==> src/rtl/traffic_fsm.sv <==
// Main/side-street traffic light controller with walk requests and programmable intervals.
// Optional macro PED_COUNTDOWN_EN adds the walk_remain countdown output.
module traffic_fsm #(
  parameter int unsigned TW         = 4,
  parameter int unsigned T_BASE_DEF = 6,
  parameter int unsigned T_EXT_DEF  = 3,
  parameter int unsigned T_YEL_DEF  = 2
) (
  input  logic          clk,
  input  logic          reset,
  input  logic          one_hz_en,
  input  logic          sensor_sync,
  input  logic          wr_sync,
  input  logic          prog_sync,
  input  logic [1:0]    time_sel,
  input  logic [TW-1:0] time_value,
  output logic [2:0]    main_lt,
  output logic [2:0]    side_lt,
  output logic          walk_lt,
  output logic [2:0]    state_dbg
`ifdef PED_COUNTDOWN_EN
  ,
  output logic [TW-1:0] walk_remain
`endif
);

  typedef enum logic [2:0] {
    MAIN_G  = 3'd0,
    MAIN_G2 = 3'd1,
    MAIN_Y  = 3'd2,
    SIDE_G  = 3'd3,
    SIDE_GX = 3'd4,
    SIDE_Y  = 3'd5,
    WALK    = 3'd6
  } state_t;

  localparam logic [2:0] LT_RED = 3'b100;
  localparam logic [2:0] LT_YEL = 3'b010;
  localparam logic [2:0] LT_GRN = 3'b001;

  state_t        state_q, state_d;
  logic [TW-1:0] timer_q, timer_d;
  logic [TW-1:0] t_base_q, t_base_d;
  logic [TW-1:0] t_ext_q, t_ext_d;
  logic [TW-1:0] t_yel_q, t_yel_d;
  logic          walk_req_q, walk_req_d;
  logic [2:0]    main_lt_q, side_lt_q;
  logic          walk_lt_q;

  // A programmed interval of zero still has to last one tick.
  function automatic logic [TW-1:0] nonzero(input logic [TW-1:0] v);
    return (v == '0) ? TW'(1) : v;
  endfunction

  function automatic logic [TW-1:0] duration(input state_t s, input logic [TW-1:0] base,
                                             input logic [TW-1:0] ext, input logic [TW-1:0] yel);
    logic [TW-1:0] d;
    case (s)
      MAIN_Y, SIDE_Y: d = yel;
      SIDE_GX, WALK:  d = ext;
      default:        d = base;
    endcase
    return nonzero(d);
  endfunction

  function automatic logic [2:0] main_of(input state_t s);
    case (s)
      MAIN_G, MAIN_G2: return LT_GRN;
      MAIN_Y:          return LT_YEL;
      default:         return LT_RED;
    endcase
  endfunction

  function automatic logic [2:0] side_of(input state_t s);
    case (s)
      SIDE_G, SIDE_GX: return LT_GRN;
      SIDE_Y:          return LT_YEL;
      default:         return LT_RED;
    endcase
  endfunction

  always_comb begin
    state_d    = state_q;
    timer_d    = timer_q;
    t_base_d   = t_base_q;
    t_ext_d    = t_ext_q;
    t_yel_d    = t_yel_q;
    walk_req_d = walk_req_q;

    if (wr_sync && (state_q != WALK)) begin
      walk_req_d = 1'b1;
    end

    if (prog_sync) begin
      case (time_sel)
        2'b00:   t_base_d = time_value;
        2'b01:   t_ext_d  = time_value;
        2'b10:   t_yel_d  = time_value;
        default: ;
      endcase
      state_d = MAIN_G;
      timer_d = nonzero(t_base_d);
    end else if (one_hz_en) begin
      // Expiry at 1 (<= guards against a stuck zero) so each state lasts exactly D ticks.
      if (timer_q <= TW'(1)) begin
        case (state_q)
          MAIN_G:  state_d = sensor_sync ? MAIN_Y : MAIN_G2;
          MAIN_G2: state_d = MAIN_Y;
          MAIN_Y:  state_d = SIDE_G;
          SIDE_G:  state_d = sensor_sync ? SIDE_GX : SIDE_Y;
          SIDE_GX: state_d = SIDE_Y;
          SIDE_Y:  state_d = walk_req_q ? WALK : MAIN_G;
          default: state_d = MAIN_G;
        endcase
        timer_d = duration(state_d, t_base_q, t_ext_q, t_yel_q);
        if (state_d == WALK) begin
          walk_req_d = 1'b0;
        end
      end else begin
        timer_d = timer_q - TW'(1);
      end
    end
  end

  always_ff @(posedge clk) begin
    if (reset) begin
      state_q    <= MAIN_G;
      timer_q    <= nonzero(TW'(T_BASE_DEF));
      t_base_q   <= TW'(T_BASE_DEF);
      t_ext_q    <= TW'(T_EXT_DEF);
      t_yel_q    <= TW'(T_YEL_DEF);
      walk_req_q <= 1'b0;
      main_lt_q  <= LT_GRN;
      side_lt_q  <= LT_RED;
      walk_lt_q  <= 1'b0;
    end else begin
      state_q    <= state_d;
      timer_q    <= timer_d;
      t_base_q   <= t_base_d;
      t_ext_q    <= t_ext_d;
      t_yel_q    <= t_yel_d;
      walk_req_q <= walk_req_d;
      // Lights are registered from the next state so they stay aligned with state_q.
      main_lt_q  <= main_of(state_d);
      side_lt_q  <= side_of(state_d);
      walk_lt_q  <= (state_d == WALK);
    end
  end

  assign main_lt   = main_lt_q;
  assign side_lt   = side_lt_q;
  assign walk_lt   = walk_lt_q;
  assign state_dbg = state_q;

`ifdef PED_COUNTDOWN_EN
  assign walk_remain = (state_q == WALK) ? timer_q : '0;
`else
  // Countdown output not built.
`endif

endmodule

==> config.mk <==
export PLATFORM = sky130hd
export DESIGN_NAME = traffic_fsm
export DESIGN_NICKNAME = d
export VERILOG_FILES = /design/src/rtl/traffic_fsm.sv
export SDC_FILE = /design/constraint.sdc
export NUM_CORES = 1
export LEC_CHECK = 0
export BUFFER_PORTS_ARGS = -buffer_cell sky130_fd_sc_hd__buf_2
export CORE_UTILIZATION = 47
export CTS_CLUSTER_SIZE = 24
export DETAILED_ROUTE_END_ITERATION = 10
export GPL_TIMING_DRIVEN = 0
export PLACE_DENSITY_LB_ADDON = 0.05
export SYNTH_ARGS = -nofsm -noshare
export SYNTH_HDL_FRONTEND = slang
export SYNTH_SLANG_ARGS = --single-unit
==> constraint.sdc <==
create_clock -name clk -period 2.7 [get_ports clk]
set_clock_uncertainty 0.1 [all_clocks]
set_input_delay 0.54 -clock clk [delete_from_list [all_inputs] [get_ports clk]]
set_output_delay 0.54 -clock clk [all_outputs]
set_load 0.01 [all_outputs]
==> impl_metrics.env <==
export IMPL_fmax_mhz=473.7
export IMPL_syn_to_final_growth_pct=11.20
export IMPL_via_count=1244
export IMPL_track_usage=0.2135
export IMPL_ios=22
export IMPL_chipWidth_um=56.95
export IMPL_drtIter0Drc=46
export IMPL_seq_area_frac_synth=0.3810
export IMPL_r2r_start="timer_q[0]"
export IMPL_finalHoldViolations=0
export IMPL_end_kind="flop"
export IMPL_criticalPathCategory="flop to flop"
export IMPL_startpoint_type="flop"
export IMPL_yosysTopAreaCell="dfxtp_1"
export IMPL_worstHoldPathType="input port to flop"
export IMPL_wire_per_inst_um=14.00
export IMPL_place_congestion=0.8627
export IMPL_drtAntennaViolNets=0
export IMPL_postCtsSetupBuffers=0
export IMPL_vdd_drop_max_uv=323.4
export IMPL_core_area_um2=2805
export IMPL_yosys_area_share_simple=0.2205
export IMPL_worstMarginPinSlew_ps=654.0
export IMPL_numClockSinks=27
export IMPL_antenna_cells=0
export IMPL_rows=19
export IMPL_p_sw_frac=0.2717
export IMPL_grt_pass1_wl_um=5409
export IMPL_ys_warn_count=0
export IMPL_syn_inst=166
export IMPL_yosys_cell_types_count=50
export IMPL_synth_area_leaders="dfxtp_1 (38%), nor2_1 (5.8%), mux2i_1 (5.6%), a21oi_1 (3.9%), nor3_1 (3.2%)"
export IMPL_post_cts_resized=0
export IMPL_p_sw_w=0.0001892
export IMPL_clk_latency_ps=330
export IMPL_outcome="finished clean"
export IMPL_io_buffers=18
export IMPL_synthAdderAreaFrac=0.01764
export IMPL_hold_path_startpoint="time_value[1]"
export IMPL_p_int_w=0.0005070
export IMPL_synth_avg_cell_area_um2=8.547
export IMPL_clkPwrFrac=0.260
export IMPL_synthDominantCellAreaShare=0.3810
export IMPL_synth_nets=180
export IMPL_holdBufCountCts=0
export IMPL_clk_pin_slew_ps=150
export IMPL_synth_area_mux_share=0.08025
export IMPL_cp_startpoint="timer_q[0]"
export IMPL_yosys_area_share_xor_xnor=0.006173
export IMPL_htreeDepth=1
export IMPL_r2r_slack_ps=590
export IMPL_power_frac_comb=0.134
export IMPL_min_period_over_period=0.7819
export IMPL_endpoint="side_lt[2]"
export IMPL_die_area_um2=3243
export IMPL_power_total_w=0.0006962
export IMPL_overflow=0
export IMPL_seq_power_share=0.606
export IMPL_finalWorstSetupSlack_ps=589.0
export IMPL_path_max_fanout=7
export IMPL_antenna_found_initial=0
export IMPL_wl_um=3067
export IMPL_grt_pass1_vias=1175
export IMPL_drive_gt1_frac=0.1915
export IMPL_rsz0062_at_grt="false"
export IMPL_dp_slack_ps=434.2
export IMPL_hpwl_um=2321
export IMPL_p_per_area_nw_per_um2=441.2
export IMPL_die_h_um=56.95
export IMPL_grt_max_degree=17
export IMPL_setup_tns_ps=0
export IMPL_maxCapViolations=0
export IMPL_cts_tree="built"
export IMPL_cts_root_buf="clkbuf_4"
export IMPL_worstReg2RegEnd="side_lt[2]"
export IMPL_critPathRequiredTime_ps=2850
export IMPL_fin_util=0.5624
export IMPL_leakage_nw=0.6504
export IMPL_max_clock_path_buffers=2
export IMPL_crit_arrival_ps=2260
export IMPL_first_pass_iters=4
export IMPL_report_final_slew_viol_count=0
export IMPL_hold_slack_ps=345.7
export IMPL_layout_nets=203
export IMPL_syn_area_um2=1419
export IMPL_viasPerCell=5.680
export IMPL_ys_ff_latch=27
export IMPL_relSlewSlack=0.5630
export IMPL_finalCriticalPeriod_ps=2111
export IMPL_synth_compound_area_frac=0.2346
export IMPL_reg2reg_depth=8
export IMPL_initial_core_util=0.5058
export IMPL_cts_buffers=3
export IMPL_synth_top_family_by_area="compound AO/OA/AOI/OAI gates"
export IMPL_finalSetupViolations=0
export IMPL_drc=0
## logic make-up after synthesis
| family | Yosys count |
|---|---|
| adders and majority gates | 2 |
| and+or+nand+nor | 61 |
| xor gates and xnor gates | 1 |
| DFF | 27 |
| AOI/OAI and AO/OA | 45 |
| muxes | 11 |
| buffers and inverters | 19 |
## per-stage QoR
step / instances / area (um2)
2_1_floorplan: 166 / 1419
3_3_place_gp: 215 / 1548
3_5_place_dp: 215 / 1548
4_1_cts: 219 / 1578
5_1_grt: 219 / 1578
6_report: 219 / 1578
## layout make-up
| class | count | area (um2) |
|---|---|---|
| clock inverter | 1 | 7.507 |
| buffer | 9 | 47.55 |
| clock buffer | 3 | 22.52 |
| fill | 271 | 1227 |
| tap | 31 | 38.79 |
| sequential | 27 | 540.5 |
| inverter | 10 | 37.54 |
| timing repair buffer | 18 | 90.09 |
| multi-input combinational | 120 | 793.3 |
## routing by layer
| metal | share of wire | up-vias | global-route usage |
|---|---|---|---|
| met4 | 0.018 | 0 | 0.07317 |
| met3 | 0.054 | 6 | 0.02721 |
| li1 | - | 640 | - |
| met5 | 0 | - | 0 |
| met1 | 0.49 | 568 | 0.3052 |
| met2 | 0.44 | 30 | 0.3345 |
## sequential cells by signal, indices dropped and copies added, names as in the netlist
signal	cells
walk_lt	1
t_yel_q	4
main_lt	3
state_dbg	3
t_base_q	4
timer_q	4
t_ext_q	4
side_lt	3
walk_req_q	1
## power by group through the flow
stage / logic, W / clock network (W) / registers, W
4_1_cts: 0.0000932 / 0.000188 / 0.000422
3_3_place_gp: 0.0000913 / 0 / 0.000430
6_report: 0.0000935 / 0.000181 / 0.000422
5_1_grt: 0.000104 / 0.000204 / 0.000424
3_5_place_dp: 0.0000924 / 0 / 0.000431
2_1_floorplan: 0.0000673 / 0 / 0.000428
## cell usage in the layout, fill, tap and decap left out, types with 2 or more instances in the layout
cell / instances
buf_2: 20
nor3_1: 9
a31oi_1: 2
nand3b_1: 2
clkbuf_1: 5
inv_1: 9
o21ai_1: 2
a21oi_1: 11
dfxtp_1: 27
a211oi_1: 2
mux2i_1: 8
a21o_1: 2
a222oi_1: 2
nor2b_1: 2
a211o_1: 4
nor4_1: 2
clkbuf_4: 3
nand3_1: 3
ha_1: 2
nor2_1: 22
nand2b_1: 2
mux2_1: 2
nand2_1: 9
nor2_2: 2
o21ai_0: 7
## synthesized netlist by cell type, drive strengths merged
master and count:
dfxtp 27, nor2 24, a21oi 12, inv 10
nand2 9, nor3 9, o21ai 9, mux2i 8
clkbuf 5, a211o 4, buf 4, mux2 3
nand3 3, nand3b 3, a2111oi 2, a211oi 2
a21o 2, a222oi 2, a31oi 2, ha 2
nand2b 2, nor2b 2, nor4 2, o32ai 2
or3 2, a21boi 1, a22o 1, and2 1
and2b 1, and3 1, nor3b 1, o21ba 1
o221ai 1, o22a 1, o22ai 1, o31a 1
o31ai 1, or2 1, xnor2 1
## worst min-delay path by stage
| stage | depth (start not counted) | slack (ps) | endpoint |
|---|---|---|---|
| 2_1_floorplan | 1 | 340 | t_yel_q[1] |
| 6_report | 2 | 350 | t_base_q[1] |
| 3_5_place_dp | 1 | 350 | t_yel_q[1] |
| 4_1_cts | 2 | 340 | t_base_q[1] |
| 3_3_place_gp | 1 | 350 | t_ext_q[0] |
| 5_1_grt | 2 | 340 | t_base_q[1] |
## worst max-delay path, stage by stage (launching register included)
cell	delay, ps
dfxtp_1	400
inv_1	80
ha_1	220
nor2_1	130
nand3b_4	190
and2_1	130
o21ai_1	170
or3_4	430
o22a_1	170
No activity file was read; power rests on OpenSTA's default activity.
